### src/rtl/rename_reg_file.sv
// ---------------------------------------------------------------------------
// rename_reg_file
//
// Architectural register file with a per-register rename label. Each of the
// REG_NUM registers holds its committed value plus the ROB tag of the youngest
// in-flight instruction that will write it (label 0 = value is final).
// Sits directly upstream of the reorder buffer: supplies source operands and
// labels to the instruction being issued, records the destination's new tag,
// retires committed results and drops every label on a flush.
//
// Ports
//   clk          system clock, all state changes on the rising edge
//   rst_in       asynchronous active-low reset
//   rdy_in       global enable; low freezes all state
//   rs1, rs2     source register indices of the issuing instruction
//   val1, val2   committed value of rs1 / rs2 (with commit bypass)
//   label1/2     pending ROB tag of rs1 / rs2, 0 when the value is final
//   issue_en     an instruction with a destination issues this cycle
//   issue_rd     its destination register
//   issue_tag    ROB tag allocated to it (never 0)
//   commit_en    ROB retires a register-writing instruction
//   commit_rd    destination of the retiring instruction
//   commit_res   its result value
//   commit_lab   its ROB tag
//   flush        misprediction flush: clear all labels
//   pending_cnt  number of registers currently carrying a nonzero label
//
// Handshake: there is no per-port valid/ready pair. issue_en and commit_en
// act as valids that are always accepted on a rising edge where rdy_in is
// high; when rdy_in is low nothing is accepted and the presenter must hold
// its request. Read ports are pure combinational lookups.
// ---------------------------------------------------------------------------
module rename_reg_file #(
    parameter int REG_NUM      = 32,
    parameter int REG_WIDTH    = 5,
    parameter int VAL_WIDTH    = 32,
    parameter int ROB_ID_WIDTH = 3
) (
    input  logic                    clk,
    input  logic                    rst_in,
    input  logic                    rdy_in,

    input  logic [REG_WIDTH-1:0]    rs1,
    input  logic [REG_WIDTH-1:0]    rs2,
    output logic [VAL_WIDTH-1:0]    val1,
    output logic [VAL_WIDTH-1:0]    val2,
    output logic [ROB_ID_WIDTH:0]   label1,
    output logic [ROB_ID_WIDTH:0]   label2,

    input  logic                    issue_en,
    input  logic [REG_WIDTH-1:0]    issue_rd,
    input  logic [ROB_ID_WIDTH:0]   issue_tag,

    input  logic                    commit_en,
    input  logic [REG_WIDTH-1:0]    commit_rd,
    input  logic [VAL_WIDTH-1:0]    commit_res,
    input  logic [ROB_ID_WIDTH:0]   commit_lab,

    input  logic                    flush,
    output logic [REG_WIDTH:0]      pending_cnt
);

    localparam int LAB_W = ROB_ID_WIDTH + 1;
    localparam int CNT_W = REG_WIDTH + 1;

    // Committed values and rename labels. Entry 0 is never written, so x0
    // stays zero; reads of index 0 are forced to zero as well.
    logic [VAL_WIDTH-1:0] val_q [REG_NUM];
    logic [LAB_W-1:0]     lab_q [REG_NUM];
    logic [CNT_W-1:0]     cnt_q;

    // -----------------------------------------------------------------------
    // Qualified events for this edge
    // -----------------------------------------------------------------------
    logic             issue_act;
    logic             commit_act;
    logic             commit_match;
    logic             same_rd;
    logic [LAB_W-1:0] issue_old_lab;
    logic [LAB_W-1:0] commit_old_lab;
    logic             cnt_inc;
    logic             cnt_dec;
    logic [CNT_W-1:0] cnt_d;

    assign issue_act      = rdy_in && issue_en && !flush && (issue_rd != '0);
    assign commit_act     = rdy_in && commit_en && (commit_rd != '0);
    assign issue_old_lab  = lab_q[issue_rd];
    assign commit_old_lab = lab_q[commit_rd];
    // Clear a label only when the retiring tag is still the youngest producer;
    // a younger rename of the same register must survive the commit.
    assign commit_match   = commit_act && (commit_old_lab == commit_lab);
    assign same_rd        = issue_act && (issue_rd == commit_rd);

    // Pending count moves with the label transitions of this edge:
    // +1 when an issue renames a register that had no label,
    // -1 when a commit clears a nonzero label that an issue does not replace.
    assign cnt_inc = issue_act && (issue_old_lab == '0);
    assign cnt_dec = commit_match && (commit_old_lab != '0) && !same_rd;

    always_comb begin
        cnt_d = cnt_q;
        if (flush) begin
            cnt_d = '0;
        end else begin
            cnt_d = cnt_q + CNT_W'(cnt_inc) - CNT_W'(cnt_dec);
        end
    end

    // -----------------------------------------------------------------------
    // State update
    // -----------------------------------------------------------------------
    always_ff @(posedge clk or negedge rst_in) begin
        if (!rst_in) begin
            for (int i = 0; i < REG_NUM; i++) begin
                val_q[i] <= '0;
                lab_q[i] <= '0;
            end
            cnt_q <= '0;
        end else if (rdy_in) begin
            // Committed values are written even during a flush: the
            // retiring instruction is older than the mispredicted branch.
            if (commit_act) begin
                val_q[commit_rd] <= commit_res;
            end
            if (flush) begin
                for (int i = 0; i < REG_NUM; i++) begin
                    lab_q[i] <= '0;
                end
            end else begin
                if (commit_match) begin
                    lab_q[commit_rd] <= '0;
                end
                // Placed after the commit clear so a same-register issue wins.
                if (issue_act) begin
                    lab_q[issue_rd] <= issue_tag;
                end
            end
            cnt_q <= cnt_d;
        end
    end

    assign pending_cnt = cnt_q;

    // -----------------------------------------------------------------------
    // Read ports with commit bypass. Reads see pre-edge state, so the issuing
    // instruction's own destination rename never affects its sources.
    // -----------------------------------------------------------------------
    always_comb begin
        val1   = '0;
        label1 = '0;
        if (rs1 != '0) begin
            val1   = val_q[rs1];
            label1 = lab_q[rs1];
            if (commit_act && (commit_rd == rs1) && (lab_q[rs1] == commit_lab)) begin
                val1   = commit_res;
                label1 = '0;
            end
        end
    end

    always_comb begin
        val2   = '0;
        label2 = '0;
        if (rs2 != '0) begin
            val2   = val_q[rs2];
            label2 = lab_q[rs2];
            if (commit_act && (commit_rd == rs2) && (lab_q[rs2] == commit_lab)) begin
                val2   = commit_res;
                label2 = '0;
            end
        end
    end

endmodule

### config.mk
export PLATFORM = sky130hd
export DESIGN_NAME = rename_reg_file
export DESIGN_NICKNAME = d
export VERILOG_FILES = /design/src/rtl/rename_reg_file.sv
export SDC_FILE = /design/constraint.sdc
export NUM_CORES = 2
export LEC_CHECK = 0
export CAP_MARGIN = 5
export CORE_MARGIN = 2
export CORE_UTILIZATION = 45
export CTS_BUF_LIST = sky130_fd_sc_hd__clkbuf_8
export DETAILED_ROUTE_END_ITERATION = 10
export PLACE_DENSITY_LB_ADDON = 0.15
export SLEW_MARGIN = 10
export SYNTH_ARGS = -nofsm -noshare
export SYNTH_HDL_FRONTEND = slang
export SYNTH_SLANG_ARGS = --single-unit
export TNS_END_PERCENT = 100
### constraint.sdc
create_clock -name clk -period 11.9 [get_ports clk]
set_clock_uncertainty 0.1 [all_clocks]
set_input_delay 2.38 -clock clk [delete_from_list [all_inputs] [get_ports clk]]
set_output_delay 2.38 -clock clk [all_outputs]
set_load 0.05 [all_outputs]
# Yosys cells after proc, flatten, opt, wreduce, memory -nomap -nowiden
# Index checks and enable logic that the tools add are counted.
# op_classes
bitwise,6
n_reduce_logical,25
magnitude_cmp,6
muxes,40
addsub,2
eq_ne,6
# ops
cell,n
1024-bit bitwise mux,1
128-bit 2-to-1 mux,5
32-bit binary-select mux with 5-bit select,2
32-bit 2-to-1 mux,9
32-bit demux with 5-bit select,1
128-bit AND,1
128-bit bitwise mux,1
128-bit NOT,1
4-bit binary-select mux with 5-bit select,4
4-bit 2-to-1 mux,14
4-bit demux with 5-bit select,2
"6-bit greater-or-equal comparator, second input constant",4
5-bit NOT with 6-bit output,4
5-bit nonzero test,4
1-bit logical AND,16
5-bit equality test,3
4-bit equality test,3
"6-bit by 1-bit less-than comparator with 1-bit output, second input constant",2
6-bit by 1-bit adder with 6-bit output,1
6-bit 2-to-1 mux,1
6-bit by 1-bit subtractor with 6-bit output,1
4-bit zero test,1
4-bit nonzero test,1
1-bit zero test,2
2-bit AND reduction,1
# word_totals
regBits,1158
input_bits,66

# Depth between registers and ports, before layout
# logic_depth
ltp_word,13
mapped_depth,22

# Worst setup path before layout
# Ideal clock, no wire load.
# synth_path
path_kind,input-to-output
from,input port rs1[1]
to,output port val1[10]
arrival_ns,5.618
t_required_ns,9.420
n_path_buf,4
path_slack_ns,3.802
stages,12
cell_sequence,buf_2 -> buf_2 -> mux4_2 -> o21ai_0 -> a31oi_1 -> a221o_1 -> xnor2_1 -> nand4_1 -> buf_4 -> buf_2 -> nor2_1 -> a211oi_1
# synth_between
elab_chain_cells,8
elab_cells_between_ends,14
cone_classes,2 x eq/ne; 8 x mux; 1 x bitwise; 3 x reduce/logical
# synth_rtl
item,line,rtl
from (decl),43,"input logic [REG_WIDTH-1:0] rs1,"
5-bit NOT with 6-bit output (not written as such),"152, 154",
4-bit binary-select mux with 5-bit select,154,if (commit_act && (commit_rd == rs1) && (lab_q[rs1] == commit_lab)) begin
4-bit 2-to-1 mux (not written as such) (2 in series),154,
4-bit equality test,154,
1-bit logical AND,154,
32-bit 2-to-1 mux,154,
32-bit 2-to-1 mux (*),151,if (rs1 != '0) begin
to (decl),45,"output logic [VAL_WIDTH-1:0] val1,"
# Every way passes the cells marked *; elsewhere a longest branch is shown, timed or not. The select of a mux whose other input is x is not followed.

# Worst setup path after layout
# layout_path
from,input port rs1[4]
to,output port label1[2]
# layout_between
elab_chain_cells,8
elab_cells_between_ends,11
cone_classes,2 x eq/ne; 5 x mux; 1 x bitwise; 3 x reduce/logical
# layout_rtl
item,line,rtl
5-bit NOT with 6-bit output (not written as such),"153, 154",
4-bit binary-select mux with 5-bit select,"153, 154",
4-bit 2-to-1 mux (not written as such) (2 in series),"153, 154",
4-bit equality test,154,
1-bit logical AND,154,
4-bit 2-to-1 mux,154,
4-bit 2-to-1 mux (*),151,
to (decl),47,"output logic [ROB_ID_WIDTH:0] label1,"
# Marked as above.

==> key figures <==
Power
  • Leakage power figure: 32.2 nW
  • Worst ir drop on vdd: 104 uV
  • Cell Pwr Density: 148 nW/um^2

Layout
  • Fraction of final layout cells with drive strength greater than 1: 42.9%
  • Number of filler cells placed in the layout: 12.3k
  • Footprint of the multi-input gates: 34600 um^2
  • Post-Layout Cell Count: 6655
  • Sequential cell area in the final layout: 29000 um^2
  • Post-layout utilization of the core: 50.4%
  • Synthesis-to-finish area growth: 10.8%
  • Count of nets after finishing: 4668

GRT
  • Wire length of the first global-routing pass: 316 mm
  • GRT Util Overall: 29.3%
  • Initial antenna violation count: 5
  • Global route overflow: 0
  • Number of global-route vias before repair: 44.3k
  • Pin count of the biggest net entering global routing: 177

Clock network
  • Maximum buffer depth of the clock tree: 3
  • Number of buffers created by CTS: 203
  • Post-CTS Setup Bufs: 0
  • Count of instances resized after the clock tree is built: 0
  • Latest clock arrival within the worst-skew pair: 0.97 ns
  • Post-CTS clock slew at the launch and capture registers of the worst setup and hold paths: 0.06 ns
  • Htree depth: 4
  • Number of sinks driven by the clock tree: 1158
  • TritonCTS clock tree: built
  • Post-CTS Hold Buffers: 0
  • Clock Tree Root: sky130_fd_sc_hd__clkbuf_8

Yosys
  • Dominant synthesized flop cell: sky130_fd_sc_hd__dfrtp_1
  • Number of synthesized flops with an enable pin: 0
  • Total of flip-flops plus latches after synthesis: 1158
  • Top post-synthesis cells by count: sky130_fd_sc_hd__dfrtp_1 (1158), sky130_fd_sc_hd__mux2_2 (876), sky130_fd_sc_hd__mux4_2 (685), sky130_fd_sc_hd__nand2_1 (439), sky130_fd_sc_hd__clkbuf_1 (300)
  • Share of async-settable or async-resettable flops after synthesis: 100%
  • Average cell area after synthesis: 14.1 um^2
  • Number of nets produced by synthesis: 4718
  • Summed instance area of the synthesized netlist: 65500 um^2
  • Yosys warns: 0
  • Post-synthesis sequential area ratio: 44.3%
  • Leading area contributor after synthesis: sky130_fd_sc_hd__dfrtp_1
  • Most used standard cell by instance count after synthesis: sky130_fd_sc_hd__dfrtp_1
  • Portion of synthesized cell area occupied by the leading cell type: 44.3%
  • Distinct cell type count of the synthesized netlist: 70
  • Synth Instances: 4645
  • Synth area leaders: sky130_fd_sc_hd__dfrtp_1 (44%), sky130_fd_sc_hd__mux4_2 (24%), sky130_fd_sc_hd__mux2_2 (15%)

Placed design
  • Half-perimeter wire length after placement: 120 mm
  • Cell total after placement: 6293
  • Placement Setup Slack: 1.93 ns
  • Final weighted congestion in routability-driven placement: 0.969
  • Number of port buffers: 143

Setup path
  • Worst Path Required: 9.42 ns
  • Crit end category: output port
  • Startpoint class of the critical path: primary input
  • Delay of the slowest cell on the worst path: 0.82 ns
  • Highest fanout seen on the critical path: 39
  • Slowest CP cell: sky130_fd_sc_hd__clkdlybuf4s50_1
  • Top cell by count, worst path: sky130_fd_sc_hd__buf_4
  • Worst-path cell chain: buf_6, buf_4, mux4_2, mux2_2, nand2_1, nand4_1, xnor2_1, nand4_1, buf_4, buf_4, o21ai_0, nor2b_1, clkdlybuf4s50_1
  • Worst endpoint data arrival time: 7.67 ns
  • Setup CP Type: in2out

Die
  • Floorplan die height: 385 um
  • Die area: 149000 um^2
  • Core footprint: 144000 um^2
  • Ports: 144
  • Starting density of the core: 45.5%
  • Die width: 385 um
  • Number of cell rows: 139

Timing
  • Final TNS setup: 0 ns
  • Achievable Freq: 98.5 MHz
  • Setup repair after global routing missed its margin: no
  • Final max-slew violation count: 0
  • Worst Max-Slew Pin Slew: 1.22 ns
  • Headroom to the max-slew limit: 18.4%
  • Post-route minimum period: 10.15 ns
  • Setup-failing EPs final: 0
  • Fin. Hold Viols: 0
  • Final Worst Setup Slack: 1.75 ns
  • Period utilization: 85.3%

Routing
  • Residual DRC count: 0
  • Vias per cell: 6.55
  • Routed wire length: 215 mm
  • Number of nets with antenna violations after routing: 0
  • First DRT Iteration DRCs: 4085
  • Wirelength per Cell: 32.3 um
  • Number of iterations in the first detailed-routing pass: 5
  • Vias post-DR: 43.6k

Worst hold path
  • Classification of the worst-slack hold path: reg2reg

Flow run
  • Max-capacitance violation count: 0

Run status
  • Result of the run: complete, no violations
-- worst paths after layout --
path | end | start | slack (ns) | cells past startpoint
max | label1[2] | rs1[4] | 1.75 | 13
min | val_q[1006] | val_q[1006] | 0.29 | 0
max reg2reg | pending_cnt[5] | lab_q[114] | 7.51 | 17
min reg2reg | val_q[1006] | val_q[1006] | 0.29 | 0
max in group asynchronous | val_q[495] | rst_in | 8.16 | 3
min in group asynchronous | pending_cnt[5] | rst_in | 1.20 | 1
-- cell usage in the layout, fill, tap and decap left out, drive strengths merged, types with 9 or more instances in the layout --
cell	count
dfrtp	1158
mux2	876
mux4	685
nand2	439
clkbuf	261
mux2i	172
clkdlybuf4s50	130
nor2b	119
buf	119
a221o	104
inv	97
nor2	95
a211oi	52
o21ai	43
o22ai	35
nor4	35
o211a	32
nand2b	23
nand3b	21
nand3	20
clkinv	18
o221ai	17
xnor2	15
xor2	14
a311oi	13
nand4	12
and2	12
a22oi	10
a21oi	10
a22o	9
nor3	9
-- through the flow --
stage / total power (W) / hold WS [ns] / area, um^2
after global placement: 0.00692 / 0.277 / 68400
after detailed placement: 0.00698 / 0.283 / 68400
after global routing: 0.0112 / 0.307 / 72500
final: 0.0107 / 0.292 / 72600
after floorplan: 0.00628 / 0.341 / 65500
after CTS: 0.0108 / 0.296 / 72500
-- critical path: cells and delay by family --
family | cells | cell delay, ns
buffers and inverters | 5 | 2.93
muxes | 2 | 0.88
and+or+nand+nor | 4 | 0.72
AOI/OAI and AO/OA | 1 | 0.33
xor gates and xnor gates | 1 | 0.21
-- sequential cells by signal, indices dropped and copies added, names as in the netlist --
signal / cells
lab_q: 128
pending_cnt: 6
val_q: 1024
-- power by group --
part	internal (W)	leakage (nW)	switching, W
logic	0.00112	14.3	0.00101
clock network	0.00202	2.42	0.00177
registers	0.00442	15.5	0.000371
-- kinds of logic after synthesis --
kind of cell	share of synthesized area [%]
fa+ha+maj	0.145
compound gates	4.56
simple gates	6.11
xor+xnor	0.388
flops	44.3
mux	41.3
buf+inv	3.25
-- per-layer routing --
metal | up-vias | global-route usage [%] | part of all wire, %
li1 | 17900 | - | -
met1 | 23500 | 41.8 | 43
met2 | 1732 | 44.5 | 46
met4 | 2 | 11.1 | 3.7
met5 | - | 0 | 0.0060
met3 | 418 | 5.75 | 7.1
-- area by class of cell --
| cell class | instances | area share [%] |
|---|---|---|
| antenna | 2 | 0.00690 |
| clock buffer | 261 | 4.95 |
| clock inverter | 99 | 0.804 |
| inverter | 19 | 0.103 |
| multi-input combinational | 2964 | 47.7 |
| sequential | 1158 | 39.9 |
| tap | 1903 | 3.28 |
| timing repair buffer | 249 | 3.22 |
Power figures use the tool's default switching activity.
